<file path="src/rtl/fb_arb_pkg.sv">
// fb_arb_pkg: shared defaults and the grant-select encoding for the
// frame-buffer arbiter.
package fb_arb_pkg;

  localparam int ADDR_W_DEF     = 19;
  localparam int DATA_W_DEF     = 16;
  localparam int RD_LAT_DEF     = 2;
  localparam int MAX_CONSEC_DEF = 8;

  typedef enum logic [1:0] {
    GNT_NONE,
    GNT_VGA,
    GNT_CAM
  } gnt_t;

endpackage

</file>
<file path="src/rtl/fb_arb_if.sv">
// fb_arb_if: bundles the VGA read port, camera write port and SRAM port
// of the frame-buffer arbiter. The slave view belongs to the arbiter. The
// master view belongs to the requesters and the memory.
interface fb_arb_if
  import fb_arb_pkg::*;
#(
  parameter int ADDR_W = ADDR_W_DEF,
  parameter int DATA_W = DATA_W_DEF
) ();

  logic              vga_req;
  logic [ADDR_W-1:0] vga_addr;
  logic              vga_gnt;
  logic              vga_rvalid;
  logic [DATA_W-1:0] vga_rdata;

  logic              cam_req;
  logic [ADDR_W-1:0] cam_addr;
  logic [DATA_W-1:0] cam_wdata;
  logic              cam_gnt;
  logic              cam_stall;

  logic              mem_en;
  logic              mem_we;
  logic [ADDR_W-1:0] mem_addr;
  logic [DATA_W-1:0] mem_wdata;
  logic [DATA_W-1:0] mem_rdata;

  modport slave (
    input  vga_req, vga_addr, cam_req, cam_addr, cam_wdata, mem_rdata,
    output vga_gnt, vga_rvalid, vga_rdata, cam_gnt, cam_stall,
    output mem_en, mem_we, mem_addr, mem_wdata
  );

  modport master (
    output vga_req, vga_addr, cam_req, cam_addr, cam_wdata, mem_rdata,
    input  vga_gnt, vga_rvalid, vga_rdata, cam_gnt, cam_stall,
    input  mem_en, mem_we, mem_addr, mem_wdata
  );

endinterface

</file>
<file path="src/rtl/fb_arb_rd_pipe.sv">
// fb_arb_rd_pipe: the read-return path. A valid tag follows each VGA grant
// through RD_LAT+1 stages. The tag lines up with mem_rdata, and the data is
// then registered once more onto the VGA side. Reset clears every tag, so
// reads still in flight produce no pulse.
module fb_arb_rd_pipe
  import fb_arb_pkg::*;
#(
  parameter int DATA_W = DATA_W_DEF,
  parameter int RD_LAT = RD_LAT_DEF
) (
  input  logic              clk,
  input  logic              reset,
  input  logic              gnt,
  input  logic [DATA_W-1:0] mem_rdata,
  output logic              rvalid,
  output logic [DATA_W-1:0] rdata
);

  // Stage 0 lines up with the registered mem_en strobe. Stage RD_LAT lines
  // up with valid mem_rdata.
  logic [RD_LAT:0] vld_p;

  // Shift the grant tag along with the memory access latency.
  always_ff @(posedge clk) begin
    if (reset) vld_p <= '0;
    else       vld_p <= {vld_p[RD_LAT-1:0], gnt};
  end

  // Capture returning data in the cycle its tag matures.
  always_ff @(posedge clk) begin
    if (reset) begin
      rvalid <= 1'b0;
      rdata  <= '0;
    end else begin
      rvalid <= vld_p[RD_LAT];
      if (vld_p[RD_LAT]) rdata <= mem_rdata;
    end
  end

endmodule

</file>
<file path="src/rtl/fb_arbiter.sv">
// fb_arbiter: shares one synchronous SRAM between the camera write path and
// the VGA read path. Each cycle it makes at most one grant, and VGA wins by
// default. The SRAM strobes are registered, and read data comes back through
// a fixed-latency pipe.
// Build option: define FB_ARB_STARVE_GUARD_EN to enable the starvation
// guard. With the guard on, the camera is granted once it has waited
// through MAX_CONSEC VGA grants.
module fb_arbiter
  import fb_arb_pkg::*;
#(
  parameter int ADDR_W     = ADDR_W_DEF,
  parameter int DATA_W     = DATA_W_DEF,
  parameter int RD_LAT     = RD_LAT_DEF,
  parameter int MAX_CONSEC = MAX_CONSEC_DEF
) (
  input logic   clk,
  input logic   reset,
  fb_arb_if.slave bus
);

  gnt_t sel;
  logic vga_gnt;
  logic cam_gnt;
  logic cam_force;

`ifdef FB_ARB_STARVE_GUARD_EN
  logic [7:0] consec;

  assign cam_force = bus.cam_req && (consec == 8'(MAX_CONSEC));

  // Count VGA grants taken while the camera is waiting. The count restarts
  // when the camera is served or stops asking.
  always_ff @(posedge clk) begin
    if (reset)                        consec <= '0;
    else if (cam_gnt || !bus.cam_req) consec <= '0;
    else if (vga_gnt)                 consec <= consec + 8'd1;
  end
`else
  assign cam_force = 1'b0;
`endif

  // Pick one requester. VGA has priority unless the guard forces the camera.
  // Nothing is granted while reset is high.
  always_comb begin
    sel = GNT_NONE;
    if (!reset) begin
      if (bus.cam_req && (cam_force || !bus.vga_req)) sel = GNT_CAM;
      else if (bus.vga_req)                           sel = GNT_VGA;
    end
  end

  assign vga_gnt       = (sel == GNT_VGA);
  assign cam_gnt       = (sel == GNT_CAM);
  assign bus.vga_gnt   = vga_gnt;
  assign bus.cam_gnt   = cam_gnt;
  assign bus.cam_stall = bus.cam_req && !cam_gnt && !reset;

  // Register the granted access onto the SRAM port. Write data keeps its
  // last value during reads.
  always_ff @(posedge clk) begin
    if (reset) begin
      bus.mem_en    <= 1'b0;
      bus.mem_we    <= 1'b0;
      bus.mem_addr  <= '0;
      bus.mem_wdata <= '0;
    end else begin
      bus.mem_en <= (sel != GNT_NONE);
      bus.mem_we <= (sel == GNT_CAM);
      case (sel)
        GNT_VGA: bus.mem_addr <= bus.vga_addr;
        GNT_CAM: begin
          bus.mem_addr  <= bus.cam_addr;
          bus.mem_wdata <= bus.cam_wdata;
        end
        default: ;
      endcase
    end
  end

  fb_arb_rd_pipe #(
    .DATA_W (DATA_W),
    .RD_LAT (RD_LAT)
  ) u_rd_pipe (
    .clk       (clk),
    .reset     (reset),
    .gnt       (vga_gnt),
    .mem_rdata (bus.mem_rdata),
    .rvalid    (bus.vga_rvalid),
    .rdata     (bus.vga_rdata)
  );

endmodule

</file>
<file path="src/flat_wrapper.sv">
// flat-port wrapper written by rule: the top's interface ports become plain ports
module fb_arbiter_flat import fb_arb_pkg::*;
#(
  parameter int ADDR_W     = ADDR_W_DEF,
  parameter int DATA_W     = DATA_W_DEF,
  parameter int RD_LAT     = RD_LAT_DEF,
  parameter int MAX_CONSEC = MAX_CONSEC_DEF
)
  (clk, reset, bus_vga_req, bus_vga_addr, bus_cam_req, bus_cam_addr, bus_cam_wdata, bus_mem_rdata, bus_vga_gnt, bus_vga_rvalid, bus_vga_rdata, bus_cam_gnt, bus_cam_stall, bus_mem_en, bus_mem_we, bus_mem_addr, bus_mem_wdata);
  fb_arb_if #(.ADDR_W(ADDR_W), .DATA_W(DATA_W)) bus_i ();
  input logic clk;
  input logic reset;
  input wire logic [$bits(bus_i.vga_req)-1:0] bus_vga_req;
  input wire logic [$bits(bus_i.vga_addr)-1:0] bus_vga_addr;
  input wire logic [$bits(bus_i.cam_req)-1:0] bus_cam_req;
  input wire logic [$bits(bus_i.cam_addr)-1:0] bus_cam_addr;
  input wire logic [$bits(bus_i.cam_wdata)-1:0] bus_cam_wdata;
  input wire logic [$bits(bus_i.mem_rdata)-1:0] bus_mem_rdata;
  output wire logic [$bits(bus_i.vga_gnt)-1:0] bus_vga_gnt;
  output wire logic [$bits(bus_i.vga_rvalid)-1:0] bus_vga_rvalid;
  output wire logic [$bits(bus_i.vga_rdata)-1:0] bus_vga_rdata;
  output wire logic [$bits(bus_i.cam_gnt)-1:0] bus_cam_gnt;
  output wire logic [$bits(bus_i.cam_stall)-1:0] bus_cam_stall;
  output wire logic [$bits(bus_i.mem_en)-1:0] bus_mem_en;
  output wire logic [$bits(bus_i.mem_we)-1:0] bus_mem_we;
  output wire logic [$bits(bus_i.mem_addr)-1:0] bus_mem_addr;
  output wire logic [$bits(bus_i.mem_wdata)-1:0] bus_mem_wdata;
  assign bus_i.vga_req = bus_vga_req;
  assign bus_i.vga_addr = bus_vga_addr;
  assign bus_i.cam_req = bus_cam_req;
  assign bus_i.cam_addr = bus_cam_addr;
  assign bus_i.cam_wdata = bus_cam_wdata;
  assign bus_i.mem_rdata = bus_mem_rdata;
  assign bus_vga_gnt = bus_i.vga_gnt;
  assign bus_vga_rvalid = bus_i.vga_rvalid;
  assign bus_vga_rdata = bus_i.vga_rdata;
  assign bus_cam_gnt = bus_i.cam_gnt;
  assign bus_cam_stall = bus_i.cam_stall;
  assign bus_mem_en = bus_i.mem_en;
  assign bus_mem_we = bus_i.mem_we;
  assign bus_mem_addr = bus_i.mem_addr;
  assign bus_mem_wdata = bus_i.mem_wdata;
  fb_arbiter #(.ADDR_W(ADDR_W), .DATA_W(DATA_W), .RD_LAT(RD_LAT), .MAX_CONSEC(MAX_CONSEC)) u_core (.clk(clk), .reset(reset), .bus(bus_i));
endmodule
</file>
<file path="config.mk">
export PLATFORM = sky130hd
export DESIGN_NAME = fb_arbiter_flat
export DESIGN_NICKNAME = d
export VERILOG_FILES = /design/src/rtl/fb_arb_pkg.sv /design/src/rtl/fb_arb_if.sv /design/src/rtl/fb_arb_rd_pipe.sv /design/src/rtl/fb_arbiter.sv /design/src/flat_wrapper.sv
export SDC_FILE = /design/constraint.sdc
export NUM_CORES = 1
export LEC_CHECK = 0
export ABC_AREA = 1
export BUFFER_PORTS_ARGS = -buffer_cell sky130_fd_sc_hd__buf_2
export CAP_MARGIN = 5
export CORE_MARGIN = 10
export CORE_UTILIZATION = 47
export CTS_BUF_LIST = sky130_fd_sc_hd__clkbuf_16
export CTS_CLUSTER_DIAMETER = 100
export DETAILED_ROUTE_END_ITERATION = 6
export MAX_ROUTING_LAYER = met4
export PLACE_DENSITY = 0.94
export SYNTH_ARGS = -nofsm -noshare
export SYNTH_HDL_FRONTEND = slang
export SYNTH_SLANG_ARGS = --single-unit
</file>
<file path="constraint.sdc">
create_clock -name clk -period 4.7 [get_ports clk]
set_input_delay 1.41 -clock clk [delete_from_list [all_inputs] [get_ports clk]]
set_output_delay 1.41 -clock clk [all_outputs]
set_load 0.005 [all_outputs]
</file>
Word-level counts from Yosys, hierarchy flattened
Cells that the tools add are included.

word-level totals
  word-level logic and storage cells = 21
  flip-flop bits (word level) = 57
  input bits = 74
  output and inout bits = 57

cells by class
  muxes and demuxes = 4
  reduce and logical (&&, ||, !) cells = 8
  eq/ne operators = 2

operators with widths
  operator                                                                count
  19-bit one-hot mux with 2 select lines                                  1
  2-bit two-way mux                                                       2
  2-bit nonzero test                                                      2
  1-bit logical AND                                                       3
  1-bit zero test                                                         3
  2-bit by 1-bit equality test with 1-bit output (second input constant)  1
  2-bit equality test (second input constant)                             1
  1-bit two-way mux                                                       1

Longest topological paths before layout
Gate-level depths: netlist of run 1.

  depth in word-level cells = 8
  depth in mapped cells = 11
  depth with buffers taken out = 9

Hierarchy
A second synthesis of run 1 with hierarchy kept.

second synthesis, totals
  cell total of the unflattened synthesis = 362
  area total of the unflattened synthesis = 2486.1 µm²

modules (own cells, without submodules)
  module          area each (µm²)  cells each  instances  sequential area each (µm²)
  fb_arbiter      1677.9           248         1          740.7
  fb_arb_rd_pipe  808.3            114         1          400.4

Least setup slack after synthesis of run 1
OpenSTA, ideal clock, no wires.

  kind = in2out
  from = input port reset
  to = output port bus_cam_stall
  slack = 728 ps
  cell stages on the path = 7
  path buffers = 3
  data required time = 3290 ps
  data arrival time = 2562 ps
  cell sequence = buf_4 -> buf_6 -> nor2_1 -> inv_1 -> ha_1 -> buf_4 -> nor3_1

between the ends
  cells in the longest elaborated chain, start to end = 5
  elaborated cells between the ends (all ways) = 6
  classes of those cells = eq/ne (1); mux (1); reduce/logical (4)

ends and longest elaborated chain
  what                 line                text
  from (decl)          flat_wrapper.sv:12  input logic reset;
  2-bit two-way mux    fb_arbiter.sv:46    if (!reset) begin
  2-bit equality test  fb_arbiter.sv:53    assign cam_gnt = (sel == GNT_CAM);
  1-bit zero test      fb_arbiter.sv:56    assign bus.cam_stall = bus.cam_req && !cam_gnt && !reset;
  1-bit logical AND    fb_arbiter.sv:56
  1-bit logical AND *  fb_arbiter.sv:56
  to (decl)            flat_wrapper.sv:23  output wire logic [$bits(bus_i.cam_stall)-1:0] bus_cam_stall;

Mark *: on every way between the ends. The rest lies on a longest branch, timed or not.

Final worst setup path of run 1
Same ends and word-level chain as after synthesis.

==> flow_summary_export.csv, run 1 <==
group,metric,value,unit
timing,period_share,84.1,%
cts,cts_hold_buf,0,
layout,fin_nets,533,
floorplan,row_count,25,
floorplan,dieArea,8190,sq um
drt,ant_nets,0,
timing,skew,4.91,ps
grt,grt_pass1_vias,2415,
drt,routed_via_density,4.52,
setup_path,worst_setup_path_start_kind,"input pin",
drt,wirelength,6.57,mm
grt,overflow,0,
floorplan,core_area,4790,sq um
cts,postCtsSetupBuffers,0,
layout,final_util,66.8,%
cts,clock_latency,300,ps
yosys,ys_seq_area_share,48.8,%
cts,path_clk_slew,40,ps
timing,fin_setup_tns,0,ps
cts,clock_path_buffers,2,
timing,slew_headroom,50.8,%
power_and_ir_drop,power_density,370,nW/um^2
job,cap_violations,0,
cts,clkSinkCount,57,
hold_path,min_from,"u_core.u_rd_pipe.vld_p[1]",
setup_path,cp_data_required_time,3290,ps
yosys,syn-num-nets,406,
grt,grt_max_degree,33,
placed_design,routabilityCongestion,0.736,
placed_design,dp_hpwl,5.12,mm
layout,fillers,430,
power_and_ir_drop,irDropWorstVdd,0.252,mV
drt,first_pass_iters,4,
timing,fmax,253,MHz
layout,layout-drive-gt1-share,31.9,%
timing,rsz0062_at_grt,"false",
drt,route.detailed.drc,0,
grt,grt_pass1_wl,10.8,mm
setup_path,crit_type,"in2out",
floorplan,die_h,90.5,microns
floorplan,die_w,90.5,microns
hold_path,min_path_type,"reg2reg",
placed_design,port_buffers,130,
yosys,netlist_area,2340,sq um
yosys,ys_warn_count,0,
cts,ctsResizeCount,0,
drt,routedWlPerCell,12.5,microns
drt,drt-initial-drc-count,76,
floorplan,num_io_pins,131,
floorplan,initial_core_util,48.8,%
timing,min_period,3950,ps
yosys,yosysTopAreaCell,"dfxtp_1",
setup_path,cp_data_arrival_time,2540,ps
status,status,"complete, no violations",
timing,drv_slew,0,
drt,num_vias,2366,
setup_path,critPathLaunch,"reset",
setup_path,r2r-start,"u_core.u_rd_pipe.vld_p[2]",
grt,antenna_found_initial,0,
yosys,synth.area.top_cells,"dfxtp_1 (49%), nor2_1 (17%), nand2_1 (9.2%), o21ai_0 (6.2%), inv_1 (4.5%)",
power_and_ir_drop,p_leak,0.00185,uW
cts,cts_buffers,9,
cts,tritoncts,"yes",
layout,syn_to_final_growth,36.9,%
timing,setup-violations-final,0,
yosys,synth-seq-cells,57,
cts,cts_root_buf,"clkbuf_16",
yosys,synth_area_per_cell,7.13,sq um
layout,diodes,0,
setup_path,worstSetupEndpointType,"primary output",
yosys,yosys.area.top_type_share,48.8,%
grt,gr-usage-all-layers,15.9,%
cts,htreeDepth,3,
setup_path,cp_max_fo,18,
timing,tightest_slew,737,ps
timing,hold_viol,0,
yosys,ys_types,14,
yosys,syn-instance-count,328,
[per-layer routing]
layer	track usage, %	vias up	share of wire [%]
li1	-	1248	-
met3	5.90	4	7.3
met4	5.17	0	0.62
met1	17.0	1031	44
met2	26.6	83	48
met5	-	-	0
[final cells by class]
type / instances / area (sq um) / area share, %
inverter: 30 / 113 / 3.52
tap: 67 / 83.8 / 2.62
timing repair buffer: 134 / 681 / 21.3
sequential: 57 / 1140 / 35.7
clock inverter: 4 / 15.0 / 0.469
multi-input combinational: 223 / 941 / 29.4
clock buffer: 9 / 225 / 7.04
[cells in the mapped netlist (all sizes together)]
library cell    n
nor2          109
buf            18
dfxtp          57
o21ai          32
ha              4
nand2          57
inv            30
nand3          19
nor3            2
[logic make-up after synthesis]
logic type	count (synthesis)	share of synthesized area, %
AOI/OAI and AO/OA	32	6.85
adders and majority gates	4	2.14
buffers and inverters	48	10.9
DFF	57	48.8
and+or+nand+nor	187	31.3
[cell usage in the layout, fill, tap and decap left out, drive strengths merged]
cell and n:
buf 134, clkbuf 9, clkinv 3, dfxtp 57, ha 4, inv 31, nand2 57, nand3 19
nor2 109, nor3 2, o21ai 32
[sequential cells by signal, indices dropped and copies added (netlist names)]
register	count
u_core.bus.mem_addr	19
u_core.u_rd_pipe.rvalid	1
u_core.bus.mem_en	1
u_core.bus.mem_we	1
u_core.bus.mem_wdata	16
u_core.u_rd_pipe.rdata	16
u_core.u_rd_pipe.vld_p	3
[stage by stage]
stage / instance area, sq um / hold slack, ps / std cells / setup WS, ps / total power (uW)
floorplan: 2340 / 388 / 328 / 728 / 609
global placement: 2960 / 390 / 511 / 766 / 669
detailed placement: 2960 / 399 / 511 / 730 / 674
CTS: 3200 / 407 / 524 / 726 / 1200
global route: 3200 / 417 / 524 / 618 / 1250
finish: 3200 / 405 / 524 / 745 / 1180
[critical path: stages]
cell and delay, ps:
buf_2 170, nor3_1 340, ha_1 210, buf_4 200, nor3_1 70, buf_2 130
[path summary, 6_finish.rpt]
kind | endpoint | slack (ps) | cells after the start
worst max register to register | u_core.u_rd_pipe.rdata[0] | 3480 | 3
worst min-delay path | u_core.u_rd_pipe.vld_p[2] | 410 | 2
worst max-delay path | bus_cam_stall | 750 | 6
worst min register to register | u_core.u_rd_pipe.vld_p[2] | 410 | 2
[where the power goes]
| part | internal [uW] | switching, uW | leakage, uW |
|---|---|---|---|
| Combinational | 65.9 | 74.6 | 0.00126 |
| Sequential | 511 | 12.1 | 0.000466 |
| Clock | 337 | 182 | 0.000121 |
Power figures use the tool's default switching activity.
==> run 2, diff against run 1 <==
ABC_AREA = 0   (was 1)
CORE_UTILIZATION = 43   (was 47)
PLACE_DENSITY = 0.89   (was 0.94)
clock period = 3.7 ns   (was 4.7 ns; I/O delays follow)
==> run 2 against run 1 <==
Global-route usage decreased by 1.6 points. Synthesized area decreased by 5.3%. Clock-buffer cell count stayed put. Cell area is 2.1% lower. Sequential power is 26% higher. Critical endpoint is now bus_vga_gnt. Largest power group is now the clock network. Highest routed layer unchanged.
==> flow_summary_export.csv, run 2 <==
group,metric,value,unit
setup_path,r2r-start,"u_core.u_rd_pipe.vld_p[2]",
grt,grt_pass1_wl,9.58,mm
yosys,synth_top_family_by_area,"multiplexers",
floorplan,die_w,91.7,microns
hold_path,min_path_type,"reg2reg",
setup_path,cp_data_required_time,2590,ps
yosys,yosys.area.top_type_share,51.6,%
placed_design,port_buffers,130,
hold_path,min_from,"u_core.u_rd_pipe.vld_p[1]",
drt,routedWlPerCell,14.1,microns
floorplan,die_h,91.7,microns
power_and_ir_drop,power,1490,uW
yosys,yosysTopAreaCell,"dfxtp_1",
setup_path,reg2reg_depth,2,
power_and_ir_drop,p_switching,331,uW
layout,syn_to_final_growth,41.5,%
grt,gr-usage-all-layers,14.3,%
setup_path,cpMostUsedCell,"buf_2",
layout,fin_area,3130,sq um
floorplan,row_count,26,
yosys,post-synth-top-count-cell,"dfxtp_1",
setup_path,cp_max_fo,4,
cts,htreeDepth,3,
timing,min_period,3150,ps
yosys,synth_area_per_cell,10.5,sq um
placed_design,routabilityCongestion,0.753,
setup_path,worstSetupEndpointType,"primary output",
cts,tritoncts,"yes",
drt,num_vias,1901,
layout,layout-drive-gt1-share,42.9,%
cts,cts_hold_buf,0,
setup_path,critPathLaunch,"reset",
hold_path,whs_path_depth,1,
drt,route.detailed.drc,0,
power_and_ir_drop,seqPwrFrac,44.1,%
timing,fmax,318,MHz
drt,wirelength,5.83,mm
cts,cts_buffers,9,
yosys,synthMuxAreaShare,23.1,%
setup_path,crit_buf_inv,2,
cts,cts_root_buf,"clkbuf_16",
layout,fillers,441,
drt,first_pass_iters,4,
timing,rsz0062_at_grt,"false",
layout,largest_register_ffs,19,
timing,drv_slew,0,
layout,final_common_cell,"buf_2",
yosys,synth-seq-cells,57,
floorplan,core_area,5040,sq um
setup_path,worst_setup_path_start_kind,"input pin",
hold_path,holdPathEnd,"u_core.u_rd_pipe.vld_p[2]",
yosys,ys_async_sr_fraction,0,%
grt,antenna_found_initial,0,
power_and_ir_drop,p_int,1160,uW
power_and_ir_drop,irDropWorstVdd,0.279,mV
yosys,synth-main-ff-cell,"dfxtp_1",
yosys,syn-instance-count,210,
setup_path,timing.rr.end,"u_core.u_rd_pipe.rdata[10]",
floorplan,num_io_pins,131,
cts,clock_path_buffers,2,
drt,drt-initial-drc-count,52,
yosys,synth-edff-count,0,
cts,ctsResizeCount,0,
yosys,ys_seq_area_share,51.6,%
setup_path,cp_slowest_stage_delay,300,ps
floorplan,initial_core_util,43.9,%
yosys,synthAdderAreaFrac,2.26,%
grt,grt_max_degree,37,
setup_path,slowest_stage,"or2_2",
layout,largest-register,"u_core.bus.mem_addr",
timing,period_share,85.1,%
cts,path_clk_slew,50,ps
layout,diodes,0,
timing,slew_headroom,41.9,%
job,cap_violations,0,
drt,ant_nets,0,
yosys,yosys.area_share.simple,11.4,%
floorplan,dieArea,8420,sq um
setup_path,reg2reg_slack,2350,ps
cts,postCtsSetupBuffers,0,
power_and_ir_drop,p_sw_share,22.2,%
yosys,syn-num-nets,288,
layout,final_cell_mix,"buf_2 (130), dfxtp_1 (57), nor2_1 (54), mux2i_1 (51), a211oi_1 (19)",
timing,tightest_slew,870,ps
placed_design,dp_hpwl,4.75,mm
yosys,ys_types,13,
layout,top_regs,"u_core.bus.mem_addr (19), u_core.bus.mem_wdata (16), u_core.u_rd_pipe.rdata (16)",
timing,skew,6.48,ps
timing,hold_viol,0,
yosys,ys_warn_count,0,
drt,routed_via_density,4.58,
placed_design,place_area,2880,sq um
grt,overflow,0,
yosys,synth_compound_area_share,6.44,%
power_and_ir_drop,pwr-share-comb,10.5,%
setup_path,cp_data_arrival_time,2040,ps
setup_path,crit_chain,"buf_2 > nand2b_1 > or2_2 > ha_1 > buf_2",
setup_path,crit_family,"simple AND/OR/NAND/NOR gates",
timing,holdWs,435,ps
cts,clkSinkCount,57,
yosys,synth.area.top_cells,"dfxtp_1 (52%), mux2i_1 (23%), nor2_1 (9.2%), a211oi_1 (6.4%), ha_1 (2.3%)",
timing,fin_setup_tns,0,ps
yosys,synth_xor_area_share,0,%
power_and_ir_drop,power_density,477,nW/um^2
power_and_ir_drop,clockPowerShare,45.4,%
yosys,netlist_area,2210,sq um
grt,grt_pass1_vias,2129,
layout,fin_nets,418,
timing,setup-violations-final,0,
status,status,"complete, no violations",
yosys,netlist_top_cells_count,"dfxtp_1 (57), nor2_1 (54), mux2i_1 (51), a211oi_1 (19), buf_2 (6)",
power_and_ir_drop,p_leak,0.00148,uW
cts,clock_latency,310,ps
setup_path,crit_type,"in2out",
## run 2: changes by cell type after synthesis, moves of 3 or more
cell,previous run,this run
nor2b_1,0,5
inv_1,28,1
nand3_1,19,0
mux2i_1,0,51
o21ai_1,3,0
nor2_1,108,54
nand2_1,57,0
o21ai_0,29,0
a211oi_1,0,19
## run 2: worst register-to-register path, stage by stage (launching register included)
cell     delay, ps
dfxtp_1        880
mux2i_1        300
nor2_1          60
## run 2: power by group through the flow
| stage | Clock [uW] | Combinational [uW] | Sequential [uW] |
|---|---|---|---|
| 3_5_place_dp | 0 | 161 | 670 |
| 5_1_grt | 721 | 178 | 661 |
| 2_1_floorplan | 0 | 79.9 | 672 |
| 6_report | 678 | 157 | 658 |
| 4_1_cts | 700 | 161 | 658 |
| 3_3_place_gp | 0 | 156 | 668 |
## run 2: how the worst max path moves through the flow
stage,end,slack [ps],cells past startpoint
global route,bus_cam_stall,490,5
CTS,bus_vga_gnt,540,5
finish,bus_vga_gnt,550,5
global placement,bus_vga_gnt,560,5
detailed placement,bus_vga_gnt,550,5
floorplan,bus_cam_stall,660,5
## run 2: cells by family after synthesis
family / count (synthesis)
flip-flops: 57
AO/OA/AOI/OAI: 19
multiplexers: 51
adder cells (fa/ha/maj): 4
buffers and inverters: 17
AND/OR/NAND/NOR: 62
## run 2: layout make-up
class / instances / area, sq um / share of cell area, %
sequential: 57 / 1140 / 36.4
multi-input combinational: 136 / 956 / 30.5
timing repair buffer: 135 / 688 / 22.0
clock buffer: 9 / 225 / 7.19
tap: 70 / 87.6 / 2.80
clock inverter: 7 / 30.0 / 0.959
inverter: 1 / 3.75 / 0.120
## run 2: metrics by stage
| stage | worst slack (ps) | util, % | std cells |
|---|---|---|---|
| after floorplan | 664 | - | 210 |
| after global placement | 563 | 57.0 | 399 |
| after detailed placement | 551 | 57.0 | 399 |
| after CTS | 541 | 62.1 | 415 |
| after global routing | 491 | 62.1 | 415 |
| final | 552 | 62.1 | 415 |
## run 2: layer usage
layer  GRT usage, %  wire (microns)
met4           6.17              79
met1           14.0            2360
met5              -               0
met2           24.2            2810
met3           6.28             582
